### src/rtl/mtpsa_tuple_bridge.sv
// SUME<->SDNet tuple bridge: input-side SOP tracking for the SDNet tuple VALID/TLAST,
// output-side metadata FIFO that presents one merged tuser per output packet.
module mtpsa_tuple_bridge #(
    parameter int TUPLE_WIDTH          = 128,
    parameter int DIGEST_WIDTH         = 256,
    parameter int TUSER_KEEP_WIDTH     = 48,
    parameter int C_M_AXIS_TUSER_WIDTH = 304,
    parameter int META_DEPTH           = 4,
    parameter int MERGE_MODE           = 1,
    parameter int CNT_WIDTH            = 16
) (
    input  logic                            axis_aclk,
    input  logic                            axis_resetn,
    input  logic                            s_axis_tvalid,
    input  logic                            s_axis_tready,
    input  logic                            s_axis_tlast,
    output logic                            sdnet_tuple_in_valid,
    output logic                            sdnet_in_tlast,
    input  logic                            tuple_out_valid,
    input  logic [TUPLE_WIDTH-1:0]          tuple_out_data,
    input  logic [DIGEST_WIDTH-1:0]         digest_out_data,
    input  logic                            m_axis_tvalid,
    input  logic                            m_axis_tready,
    input  logic                            m_axis_tlast,
    output logic [C_M_AXIS_TUSER_WIDTH-1:0] m_axis_tuser,
    output logic                            meta_full,
    output logic                            meta_empty,
    output logic [CNT_WIDTH-1:0]            err_underflow_cnt,
    output logic [CNT_WIDTH-1:0]            err_overflow_cnt
);

    localparam int PTR_W = $clog2(META_DEPTH);
    localparam logic [0:0] ST_SOP  = 1'b0;
    localparam logic [0:0] ST_BODY = 1'b1;
    localparam logic [PTR_W:0] DEPTH_CNT = (PTR_W+1)'(META_DEPTH);
    localparam logic [CNT_WIDTH-1:0] CNT_MAX = {CNT_WIDTH{1'b1}};

    logic [0:0]                      in_state_q, in_state_d;
    logic [0:0]                      out_state_q, out_state_d;
    logic                            uf_pkt_q, uf_pkt_d;
    logic [PTR_W-1:0]                wr_ptr_q, wr_ptr_d;
    logic [PTR_W-1:0]                rd_ptr_q, rd_ptr_d;
    logic [PTR_W:0]                  count_q, count_d;
    logic [CNT_WIDTH-1:0]            udf_cnt_q, udf_cnt_d;
    logic [CNT_WIDTH-1:0]            ovf_cnt_q, ovf_cnt_d;
    logic [C_M_AXIS_TUSER_WIDTH-1:0] mem_q [META_DEPTH];
    logic [C_M_AXIS_TUSER_WIDTH-1:0] entry_s;

    logic s_accept_s, m_accept_s, m_sop_s;
    logic empty_s, full_s, push_s, pop_s, ovf_s, udf_s;
    logic unused_bits_s;

    // Only part of the tuple/digest reaches the FIFO in either merge mode.
    assign unused_bits_s = ^{tuple_out_data, digest_out_data};

    generate
        if (MERGE_MODE == 1) begin : g_merge
            assign entry_s = {digest_out_data, tuple_out_data[TUSER_KEEP_WIDTH-1:0]};
        end else if (TUPLE_WIDTH >= C_M_AXIS_TUSER_WIDTH) begin : g_trunc
            assign entry_s = tuple_out_data[C_M_AXIS_TUSER_WIDTH-1:0];
        end else begin : g_zext
            assign entry_s = {{(C_M_AXIS_TUSER_WIDTH-TUPLE_WIDTH){1'b0}}, tuple_out_data};
        end
    endgenerate

    assign s_accept_s = s_axis_tvalid & s_axis_tready;
    assign m_accept_s = m_axis_tvalid & m_axis_tready;
    assign m_sop_s    = m_accept_s & (out_state_q == ST_SOP);
    assign empty_s    = (count_q == {(PTR_W+1){1'b0}});
    assign full_s     = (count_q == DEPTH_CNT);
    // An underflowed packet never owns a FIFO entry, even one pushed while it is in flight.
    assign pop_s      = m_accept_s & m_axis_tlast & ~empty_s & ~uf_pkt_q;
    assign push_s     = tuple_out_valid & (~full_s | pop_s);
    assign ovf_s      = tuple_out_valid & full_s & ~pop_s;
    assign udf_s      = m_sop_s & empty_s;

    assign sdnet_tuple_in_valid = s_accept_s & (in_state_q == ST_SOP);
    assign sdnet_in_tlast       = s_axis_tvalid & s_axis_tlast;
    assign meta_empty           = empty_s;
    assign meta_full            = full_s;
    assign err_underflow_cnt    = udf_cnt_q;
    assign err_overflow_cnt     = ovf_cnt_q;
    assign m_axis_tuser         = (empty_s | uf_pkt_q) ? {C_M_AXIS_TUSER_WIDTH{1'b0}} : mem_q[rd_ptr_q];

    always_comb begin
        in_state_d = in_state_q;
        if (s_accept_s) begin
            in_state_d = s_axis_tlast ? ST_SOP : ST_BODY;
        end else begin
            in_state_d = in_state_q;
        end
    end

    always_comb begin
        out_state_d = out_state_q;
        uf_pkt_d    = uf_pkt_q;
        if (m_accept_s) begin
            out_state_d = m_axis_tlast ? ST_SOP : ST_BODY;
            if (m_axis_tlast) begin
                uf_pkt_d = 1'b0;
            end else if (m_sop_s) begin
                uf_pkt_d = empty_s;
            end else begin
                uf_pkt_d = uf_pkt_q;
            end
        end else begin
            out_state_d = out_state_q;
        end
    end

    always_comb begin
        wr_ptr_d  = push_s ? wr_ptr_q + {{(PTR_W-1){1'b0}}, 1'b1} : wr_ptr_q;
        rd_ptr_d  = pop_s  ? rd_ptr_q + {{(PTR_W-1){1'b0}}, 1'b1} : rd_ptr_q;
        udf_cnt_d = (udf_s && udf_cnt_q != CNT_MAX) ? udf_cnt_q + {{(CNT_WIDTH-1){1'b0}}, 1'b1} : udf_cnt_q;
        ovf_cnt_d = (ovf_s && ovf_cnt_q != CNT_MAX) ? ovf_cnt_q + {{(CNT_WIDTH-1){1'b0}}, 1'b1} : ovf_cnt_q;
        case ({push_s, pop_s})
            2'b10:   count_d = count_q + {{PTR_W{1'b0}}, 1'b1};
            2'b01:   count_d = count_q - {{PTR_W{1'b0}}, 1'b1};
            default: count_d = count_q;
        endcase
    end

    always_ff @(posedge axis_aclk) begin
        if (!axis_resetn) begin
            in_state_q  <= ST_SOP;
            out_state_q <= ST_SOP;
            uf_pkt_q    <= 1'b0;
            wr_ptr_q    <= {PTR_W{1'b0}};
            rd_ptr_q    <= {PTR_W{1'b0}};
            count_q     <= {(PTR_W+1){1'b0}};
            udf_cnt_q   <= {CNT_WIDTH{1'b0}};
            ovf_cnt_q   <= {CNT_WIDTH{1'b0}};
            for (int i = 0; i < META_DEPTH; i++) begin
                mem_q[i] <= {C_M_AXIS_TUSER_WIDTH{1'b0}};
            end
        end else begin
            in_state_q  <= in_state_d;
            out_state_q <= out_state_d;
            uf_pkt_q    <= uf_pkt_d;
            wr_ptr_q    <= wr_ptr_d;
            rd_ptr_q    <= rd_ptr_d;
            count_q     <= count_d;
            udf_cnt_q   <= udf_cnt_d;
            ovf_cnt_q   <= ovf_cnt_d;
            if (push_s) begin
                mem_q[wr_ptr_q] <= entry_s;
            end
        end
    end

endmodule

### config.mk
export PLATFORM = sky130hd
export DESIGN_NAME = mtpsa_tuple_bridge
export DESIGN_NICKNAME = d
export VERILOG_FILES = /design/src/rtl/mtpsa_tuple_bridge.sv
export SDC_FILE = /design/constraint.sdc
export NUM_CORES = 2
export LEC_CHECK = 0
export CORE_MARGIN = 2
export CORE_UTILIZATION = 55
export CTS_CLUSTER_SIZE = 24
export DETAILED_ROUTE_END_ITERATION = 16
export PLACE_DENSITY_LB_ADDON = 0.12
export SLEW_MARGIN = 25
export SYNTH_ARGS = -nofsm -noshare
export SYNTH_HDL_FRONTEND = slang
export SYNTH_SLANG_ARGS = --single-unit
### constraint.sdc
create_clock -name axis_aclk -period 38.2 [get_ports axis_aclk]
set_clock_uncertainty 0.2 [all_clocks]
set_input_delay 5.73 -clock axis_aclk [delete_from_list [all_inputs] [get_ports axis_aclk]]
set_output_delay 5.73 -clock axis_aclk [all_outputs]
set_load 0.01 [all_outputs]
==> impl_metrics.env <==
export IMPL_ys_ff_latch=1260
export IMPL_syn_inst=3537
export IMPL_setup_tns_ps=0
export IMPL_slew_viol_final=0
export IMPL_coreArea_um2=100000
export IMPL_grt_usage_pct=26.0
export IMPL_pin_count=733
export IMPL_synth_top_family_by_area="simple AND/OR/NAND/NOR gates"
export IMPL_p_leak_uw=0.0240
export IMPL_layout_min_cycle_time_ps=12870
export IMPL_ant_nets=0
export IMPL_synth_area_um2=55900
export IMPL_viasPerCell=5.52
export IMPL_cts_buffers=138
export IMPL_hp_start="err_overflow_cnt[13]$_SDFFE_PN0P_"
export IMPL_die_h_um=323
export IMPL_dp_slack_ps=25330
export IMPL_grt_overflow=0
export IMPL_tightest_slew_ps=1040
export IMPL_clockBufferDepth=3
export IMPL_crit_fanout=4
export IMPL_nNetsFinal=4535
export IMPL_power_uw=3370
export IMPL_fmax_mhz=77.7
export IMPL_synthDistinctLibCells=41
export IMPL_portBuffers=652
export IMPL_path_class="input port to output pin"
export IMPL_r2r_setup_slack_ps=33040
export IMPL_synth_top_area_share_pct=65.3
export IMPL_synthSimpleGateAreaFrac_pct=18.3
export IMPL_syn_nets=3933
export IMPL_cts_setup_buffers=0
export IMPL_first_pass_iters=5
export IMPL_fp_row_count=116
export IMPL_synth_fa_ha_area_share_pct=0.0806
export IMPL_setup_ws_ps=25330
export IMPL_synth_compound_gate_area_share_pct=0.266
export IMPL_synth_most_common_cell="and2_1"
export IMPL_grtUsageMet1_pct=33.2
export IMPL_gr_usage_met2_pct=42.8
export IMPL_use_met3_pct=7.35
export IMPL_wl_per_cell_um=24.0
export IMPL_drive_above_1_share_pct=13.1
export IMPL_arrival_ps=6940
export IMPL_wirelength_um=135000
export IMPL_r2r_end="mem_q[0][70]$_SDFFCE_PN0P_"
export IMPL_startpoint="s_axis_tvalid"
export IMPL_synthXorXnorAreaFrac_pct=0.470
export IMPL_rr_worst_depth=8
export IMPL_synth_top_cell_by_area="edfxtp_1"
export IMPL_busiest_layer="met2"
export IMPL_timing_max_cap_violations=0
export IMPL_synthFlopType="edfxtp_1"
export IMPL_grt_pass1_wl_um=200000
export IMPL_holdPathEnd="err_overflow_cnt[13]$_SDFFE_PN0P_"
export IMPL_dpl_hpwl_um=76400
export IMPL_endpoint_kind="output pin"
export IMPL_postCtsHoldBufs=0
export IMPL_grt_max_degree=180
export IMPL_start_kind="input port"
export IMPL_outcome="finished clean"
export IMPL_rsz0062_at_grt="no"
export IMPL_die_w_um=323
export IMPL_grt_pass1_vias=31600
export IMPL_hp_class="flip-flop to flip-flop"
export IMPL_clock_sinks=1260
export IMPL_setup_viol=0
export IMPL_root_buffer="clkbuf_16"
export IMPL_final_period_utilization_pct=33.7
export IMPL_yosys_top_cells_area="edfxtp_1 65%, and2_1 14%, mux4_2 12%"
export IMPL_drtIter0Drc=2409
export IMPL_syn_to_final_growth_pct=22.1
export IMPL_ys_seq_area_share_pct=66.9
export IMPL_synth_warnings=0
export IMPL_r2r_start="uf_pkt_q$_SDFFE_PN0P_"
export IMPL_synthMuxAreaShare_pct=12.3
export IMPL_ir_worst_vdd_uv=37.1
export IMPL_hold_viol=0
export IMPL_initial_core_util_pct=55.7
export IMPL_drc=0
export IMPL_relSlewSlack_pct=30.9
export IMPL_synth_edf_count=1216
export IMPL_antenna_found_initial=34
export IMPL_gp_congestion=0.797
export IMPL_min_path_cells=2
export IMPL_via_count=31000
export IMPL_avgSynthCellArea_um2=15.8
export IMPL_cts_resized_gates=0
export IMPL_clock_latency_ps=720
export IMPL_ys_top_cells_by_count="1218 x and2_1, 1216 x edfxtp_1, 305 x nor2b_1"
export IMPL_async_flop_share_pct=0
export IMPL_tritoncts="yes"
export IMPL_clkTransAtPathRegs_ps=60
export IMPL_powerDensity_nw_per_um2=49.4
export IMPL_htree_levels=4
export IMPL_die_area_um2=104000
export IMPL_crit_required_ps=32270
## state kept, by name, indices dropped and copies added (netlist names), named ones only
name / flops
uf_pkt_q: 1
in_state_q: 1
err_underflow_cnt: 16
count_q: 3
rd_ptr_q: 2
out_state_q: 1
mem_q: 1216
err_overflow_cnt: 16
wr_ptr_q: 2
## worst max-delay path by stage
stage,to,cells after the start,slack [ps]
2_1_floorplan,mem_q[1][0]$_SDFFCE_PN0P_,4,9230
3_3_place_gp,sdnet_tuple_in_valid,4,25310
3_5_place_dp,sdnet_tuple_in_valid,4,25330
4_1_cts,sdnet_tuple_in_valid,4,25330
5_1_grt,sdnet_tuple_in_valid,4,25290
6_report,sdnet_tuple_in_valid,4,25330
## critical path, cell delays in order
cell and delay, ps:
clkdlybuf4s50_1 530, nand2_1 70, nor2_1 80, clkdlybuf4s50_1 530
## layout by cell type (no fill, tap or decap), types with 3 or more instances in the layout
cell type and n:
nand3_1 17, nor2b_1 305, clkbuf_1 25, nor2_1 38, buf_4 45, diode_2 20, dfxtp_1 42, o21ai_4 3
nand4_1 6, inv_1 12, mux4_2 304, clkbuf_16 148, clkinv_1 40, mux2i_1 3, a21oi_1 7, edfxtp_1 1216
nor4b_1 4, nor3b_1 4, clkdlybuf4s50_1 652, nor3_1 12, buf_16 3, xnor2_1 27, nand2_1 22, and2_1 1218
nor4_1 11, bufinv_16 8, o21ai_0 4, buf_12 4, clkinv_2 17, inv_6 4, nand2b_1 5, xor2_1 3
## logic make-up (layout without fill, tap and decap cells)
family	after synthesis	in the layout
AOI/OAI and AO/OA	24	24
xor gates and xnor gates	30	30
adders and majority gates	3	3
buffers and inverters	256	965
DFF	1260	1260
muxes	307	307
other	0	20
and+or+nand+nor	1657	1657
## routing by layer
layer | vias to the layer above | share of wire [%] | routed length (um)
met5 | - | 0.18 | 238
met4 | 38 | 3.0 | 4110
met1 | 15700 | 38 | 51700
li1 | 14100 | - | -
met3 | 227 | 8.1 | 10900
met2 | 957 | 50 | 67900
## layout make-up
cell class                 instances  area [um2]
tap                             1357        1700
fill                            6922       32200
timing repair buffer             706        7050
multi-input combinational       2021       17600
clock buffer                     173        3800
inverter                          12        45.0
sequential                      1260       37400
antenna                           20        50.0
clock inverter                    74         571
## metrics by stage
step	instance area, um2	cells	hold WS (ps)	util, %
final	68200	5623	296	67.9
after global routing	68200	5616	336	67.9
after CTS	68200	5602	305	67.9
after detailed placement	63800	5355	295	63.5
after global placement	63700	5352	283	63.4
after floorplan	55900	3537	259	-
## report_power, final
group	leakage, uW	internal [uW]	total (uW)	switching (uW)
clock	0.00213	756	1290	532
combinational	0.00883	205	437	232
sequential	0.0130	1620	1650	24.5
total	0.0240	2590	3370	789
(Power assumes the default switching activity.)
